`src/rtl/hazard_scheduler.sv`:
```
// Pipeline hazard controller: tracks EX/MEM/WB destinations and drives stall/bubble and operand forwarding selects.
// Build option: define HAZARD_FWD_EN to enable forwarding (only load-use stalls); undefined, every RAW on EX/MEM stalls.
module hazard_scheduler (
   input  logic        clk,
   input  logic        rst,
   input  logic        id_valid,
   input  logic [2:0]  id_opcode,
   input  logic [2:0]  id_src1,
   input  logic [2:0]  id_src2,
   input  logic [2:0]  id_dst,
   output logic        stall,
   output logic        bubble,
   output logic [1:0]  fwd_a,
   output logic [1:0]  fwd_b,
   output logic [15:0] stall_cycles
);

   typedef enum logic [2:0] {
      OP_NOP = 3'd0,
      OP_LDD = 3'd1,
      OP_STD = 3'd2,
      OP_ADD = 3'd3,
      OP_NOT = 3'd4
   } opcode_e;

`ifdef HAZARD_FWD_EN
   typedef enum logic [1:0] {
      FWD_RF     = 2'b00,
      FWD_EX_MEM = 2'b01,
      FWD_MEM_WB = 2'b10
   } fwd_sel_e;
`endif

   typedef struct packed {
      logic       valid;
      logic       wr;
      logic       ld;
      logic [2:0] dst;
   } shadow_t;

   // Index 0 = EX (youngest), 1 = MEM, 2 = WB.
   shadow_t    pipe_q [3];

   logic       use1;
   logic       use2;
   logic       writes;
   logic       loads;
   logic [2:0] src [2];
   logic       src_used [2];
   logic       found;
   logic       stall_c;
`ifdef HAZARD_FWD_EN
   fwd_sel_e   fwd_sel [2];
`endif

   always_comb begin
      use1   = 1'b0;
      use2   = 1'b0;
      writes = 1'b0;
      loads  = 1'b0;
      if (id_valid) begin
         case (id_opcode)
            OP_LDD: begin
               use1   = 1'b1;
               writes = 1'b1;
               loads  = 1'b1;
            end
            OP_STD: begin
               use1 = 1'b1;
               use2 = 1'b1;
            end
            OP_ADD: begin
               use1   = 1'b1;
               use2   = 1'b1;
               writes = 1'b1;
            end
            OP_NOT: begin
               use1   = 1'b1;
               writes = 1'b1;
            end
            default: ;
         endcase
      end
   end

   // Per source, only the youngest matching entry decides; a WB hit resolves to the regfile.
   always_comb begin
      src[0]      = id_src1;
      src[1]      = id_src2;
      src_used[0] = use1;
      src_used[1] = use2;
      stall_c     = 1'b0;
      found       = 1'b0;
`ifdef HAZARD_FWD_EN
      fwd_sel[0]  = FWD_RF;
      fwd_sel[1]  = FWD_RF;
`endif
      for (int unsigned k = 0; k < 2; k++) begin
         found = 1'b0;
         for (int unsigned i = 0; i < 3; i++) begin
            if (!found && src_used[k] && pipe_q[i].valid && pipe_q[i].wr &&
                pipe_q[i].dst == src[k]) begin
               found = 1'b1;
`ifdef HAZARD_FWD_EN
               if (i == 0) begin
                  if (pipe_q[i].ld)
                     stall_c = 1'b1;
                  else
                     fwd_sel[k] = FWD_EX_MEM;
               end else if (i == 1) begin
                  fwd_sel[k] = FWD_MEM_WB;
               end
`else
               if (i < 2)
                  stall_c = 1'b1;
`endif
            end
         end
      end
   end

   assign stall  = stall_c;
   assign bubble = stall_c;
`ifdef HAZARD_FWD_EN
   assign fwd_a  = fwd_sel[0];
   assign fwd_b  = fwd_sel[1];
`else
   assign fwd_a  = '0;
   assign fwd_b  = '0;
`endif

   always_ff @(posedge clk or posedge rst) begin
      if (rst) begin
         for (int unsigned i = 0; i < 3; i++)
            pipe_q[i] <= '0;
         stall_cycles <= '0;
      end else begin
         pipe_q[2] <= pipe_q[1];
         pipe_q[1] <= pipe_q[0];
         if (id_valid && !stall_c)
            pipe_q[0] <= {1'b1, writes, loads, id_dst};
         else
            pipe_q[0] <= '0;
         if (stall_c && stall_cycles != '1)
            stall_cycles <= stall_cycles + 16'd1;
      end
   end

endmodule

```
`config.mk`:
```
export PLATFORM = sky130hd
export DESIGN_NAME = hazard_scheduler
export DESIGN_NICKNAME = d
export VERILOG_FILES = /design/src/rtl/hazard_scheduler.sv
export SDC_FILE = /design/constraint.sdc
export NUM_CORES = 1
export LEC_CHECK = 0
export BUFFER_PORTS_ARGS = -buffer_cell sky130_fd_sc_hd__buf_2
export CAP_MARGIN = 15
export CORE_MARGIN = 5
export CORE_UTILIZATION = 40
export CTS_CLUSTER_SIZE = 30
export DETAILED_ROUTE_END_ITERATION = 10
export HOLD_SLACK_MARGIN = 0.05
export SLEW_MARGIN = 30
export SYNTH_ARGS = -nofsm -noshare
export SYNTH_HDL_FRONTEND = slang
export SYNTH_SLANG_ARGS = --single-unit
export TNS_END_PERCENT = 5
```
`constraint.sdc`:
```
create_clock -name clk -period 2.5 [get_ports clk]
set_input_delay 0.25 -clock clk [delete_from_list [all_inputs] [get_ports clk]]
set_output_delay 0.25 -clock clk [all_outputs]
set_load 0.005 [all_outputs]
```
==> metrics.md <==
| Metric | Value |
|---|---|
| Footprint of the multi-input gates | `674 µm²` |
| Comb pwr share | `11.1%` |
| DIE HEIGHT | `68.7 µm` |
| Synth warnings | `0` |
| CP max-delay cell | `dfrtp_1` |
| Clock Latency Late Sink | `320 ps` |
| Worst-margin pin slew | `526 ps` |
| Num ports | `37` |
| Xor/xnor share of the synthesized area | `16.5%` |
| Slew Viols, Final | `0` |
| Global route overflow | `0` |
| PwrDens | `525 mW/mm²` |
| Yosys cell types | `31` |
| Pint | `0.655 mW` |
| Setup_tns | `0 ps` |
| Post-synthesis mux area share | `2.54%` |
| Adder-cell share of the synthesized area | `0.907%` |
| DR vias | `946` |
| GR Util All Layers | `11.5%` |
| Worst clock skew | `7.43 ps` |
| Largest net degree at the start of global routing | `27` |
| Status | `complete, no violations` |
| Tcrit/Tclk final | `83.7%` |
| First-pass GRT wire length | `4110 µm` |
| Cell Area, Synth | `0.00138 mm²` |
| Area share of the leading cell type in the synthesized netlist | `47.2%` |
| Port buffer count | `32` |
| Cell family with most CP delay | `simple AND/OR/NAND/NOR gates` |
| Seq/Total Area, Yosys | `47.2%` |
| Post-synth EDFFs | `0` |
| Hold crit path type | `in -> reg` |
| Max_cap viols | `0` |
| VDD IR max | `0.000296 V` |
| Nets | `172` |
| Mapped Cells | `122` |
| Die Area | `0.00472 mm²` |
| CP bufs+invs | `2` |
| Syn avg cell area | `11.3 µm²` |
| Worst-path fanout max | `20` |
| Hold slack | `167 ps` |
| Fillers | `332` |
| Dpl hpwl | `1950 µm` |
| Post-synthesis simple-gate area fraction | `26.5%` |
| Seq cells post-synth | `26` |
| H-Tree Depth | `1` |
| Static Leakage | `0.848 nW` |
| Initial Utilization | `41.3%` |
| Switching part of the total | `22.8%` |
| TritonCTS clock tree | `built` |
| Number of vias per cell | `4.71` |
| Cts repair resizes | `0` |
| Clock network power share | `33.4%` |
| GP Congestion | `0.737` |
| Max incr delay on CP | `430 ps` |
| Clock Tree Buf Depth | `2` |
| Critical Path RT | `2250 ps` |
| Final setup violation count | `0` |
| Crit. End Element | `output pin` |
| Unrepaired setup endpoints after global routing | `no` |
| Critical path class | `reg -> out` |
| Dominant cells by area after synthesis | `dfrtp_1, xor2_1, nor4b_2` |
| Initial antenna violation count | `0` |
| Placed inst area | `0.00155 mm²` |
| DR pass1 iterations | `4` |
| CP arrival | `1840 ps` |
| Core ar. | `0.00334 mm²` |
| Initial DRC Count | `23` |
| Largest family of logic cells by synthesized area | `simple AND/OR/NAND/NOR gates` |
| Top cells by count, synth | `dfrtp_1, xor2_1, nand2_1` |
| DR DRC count | `0` |
| Buffer count from post-CTS setup fixing | `0` |
| Reg power frac | `55.4%` |
| Vias in the first global route | `952` |
| Post-route ant nets | `0` |
| P_sw | `0.193 mW` |
| Core Rows | `21` |
| Post-route design area | `0.00162 mm²` |
| CTS clk-pin slew, worst paths | `140 ps` |
| Worst path cell trace | `xor2_1, nor4_2, o2111ai_1, and3_4, inv_1, buf_2` |
| Fraction of registers with async set/reset | `100%` |
| Post-layout min period | `2090 ps` |
| Compound-Gate Fraction of Synth Area | `1.36%` |
| Clock Sinks | `26` |
| FMAX | `478 MHz` |
| Number of diodes | `0` |
| Proportion of layout cells with a drive suffix above 1 | `32.9%` |
| Die Wd | `68.7 µm` |
| DR WL/cell | `12.5 µm` |
| Inserted Clock Buffers | `3` |
| Clk Tree Root Cell | `clkbuf_4` |
| Max transition margin | `64.9%` |
| Count of final hold-check violations | `0` |
| Final wirelength | `2520 µm` |
| Syn-to-layout area delta | `17.2%` |
| Top FF cell, synth | `dfrtp_1` |
| Top cell type by total area after synthesis | `dfrtp_1` |
| Startpoint type of the worst setup path | `flip-flop` |
| Sequential Area | `651 µm²` |
[registers in the layout, summed over array words and instances (netlist names)]
name / cells
stall_cycles: 16
pipe_q: 10
[cell usage in the layout (no fill, tap or decap), types with 2 or more instances in the layout]
master,n
nand2_1,8
inv_1,2
conb_1,4
and3_1,7
nand3_1,5
nor4b_2,4
dfrtp_1,26
nor3_1,6
nor2_1,7
nor4_2,3
mux2i_1,2
buf_2,32
clkbuf_4,3
xor2_1,26
o21ai_0,2
[logic make-up (layout without fill, tap and decap cells)]
group	count (synthesis)	count (layout)
flops	26	26
buf+inv	10	40
mux	3	3
other cells	1	4
compound gates	3	3
xor+xnor	26	26
simple gates	52	52
fa+ha+maj	1	1
[routing by layer]
metal / global-route usage (%) / vias to the layer above / wire [µm]
met5: 0 / - / 0
li1: - / 471 / -
met2: 19.4 / 20 / 1210
met4: 3.65 / 0 / 14
met3: 1.94 / 2 / 101
met1: 15.0 / 453 / 1200
[worst reg2reg max path: cells and delay by family (launching register included)]
kind | cells | cell delay (ps)
and+or+nand+nor | 5 | 1090
DFF | 1 | 430
muxes | 1 | 300
[metrics by stage]
stage	power [mW]	utilization, %	instances	setup slack [ps]
after detailed placement	0.574	46.6	196	581
after floorplan	0.532	-	125	712
after global routing	0.883	48.4	201	247
final	0.848	48.4	201	408
after global placement	0.571	46.6	196	602
after CTS	0.861	48.4	201	389
[power groups by stage]
stage	registers [mW]	clock network, mW	logic (mW)
3_3_place_gp	0.477	0	0.0944
5_1_grt	0.474	0.301	0.108
4_1_cts	0.471	0.294	0.0969
2_1_floorplan	0.475	0	0.0573
3_5_place_dp	0.478	0	0.0952
6_report	0.470	0.284	0.0945
[what timing repair did]
| item | CTS | global route |
|---|---|---|
| hold endpoints to repair | 26 | 0 |
| hold buffers | 1 | 0 |
| endpoints found under the setup margin | 0 | 0 |
[final cells by class]
cell class	instances	area share (%)
well taps	46	3.56
repair buffers	33	10.5
clock inverters	1	1.86
flip-flops and latches	26	40.2
clock buffers	3	1.39
multi-input cells	89	41.7
inverters	3	0.697
[path summary, 6_finish.rpt]
check                                       startpoint                          end  slack, ps  depth (start not counted)
setup / recovery                   pipe_q[8]$_DFF_PP0_                       bubble        410                          6
hold / removal                               id_dst[0]         pipe_q[12]$_DFF_PP0_        170                          2
setup reg to reg           stall_cycles[7]$_DFFE_PP0P_  stall_cycles[1]$_DFFE_PP0P_        580                          6
hold reg to reg                   pipe_q[16]$_DFF_PP0_         pipe_q[10]$_DFF_PP0_        390                          0
max in group asynchronous                          rst         pipe_q[11]$_DFF_PP0_       1640                          3
min in group asynchronous                          rst  stall_cycles[9]$_DFFE_PP0P_        500                          3
Note: power is estimated with default switching activity, not from simulation.
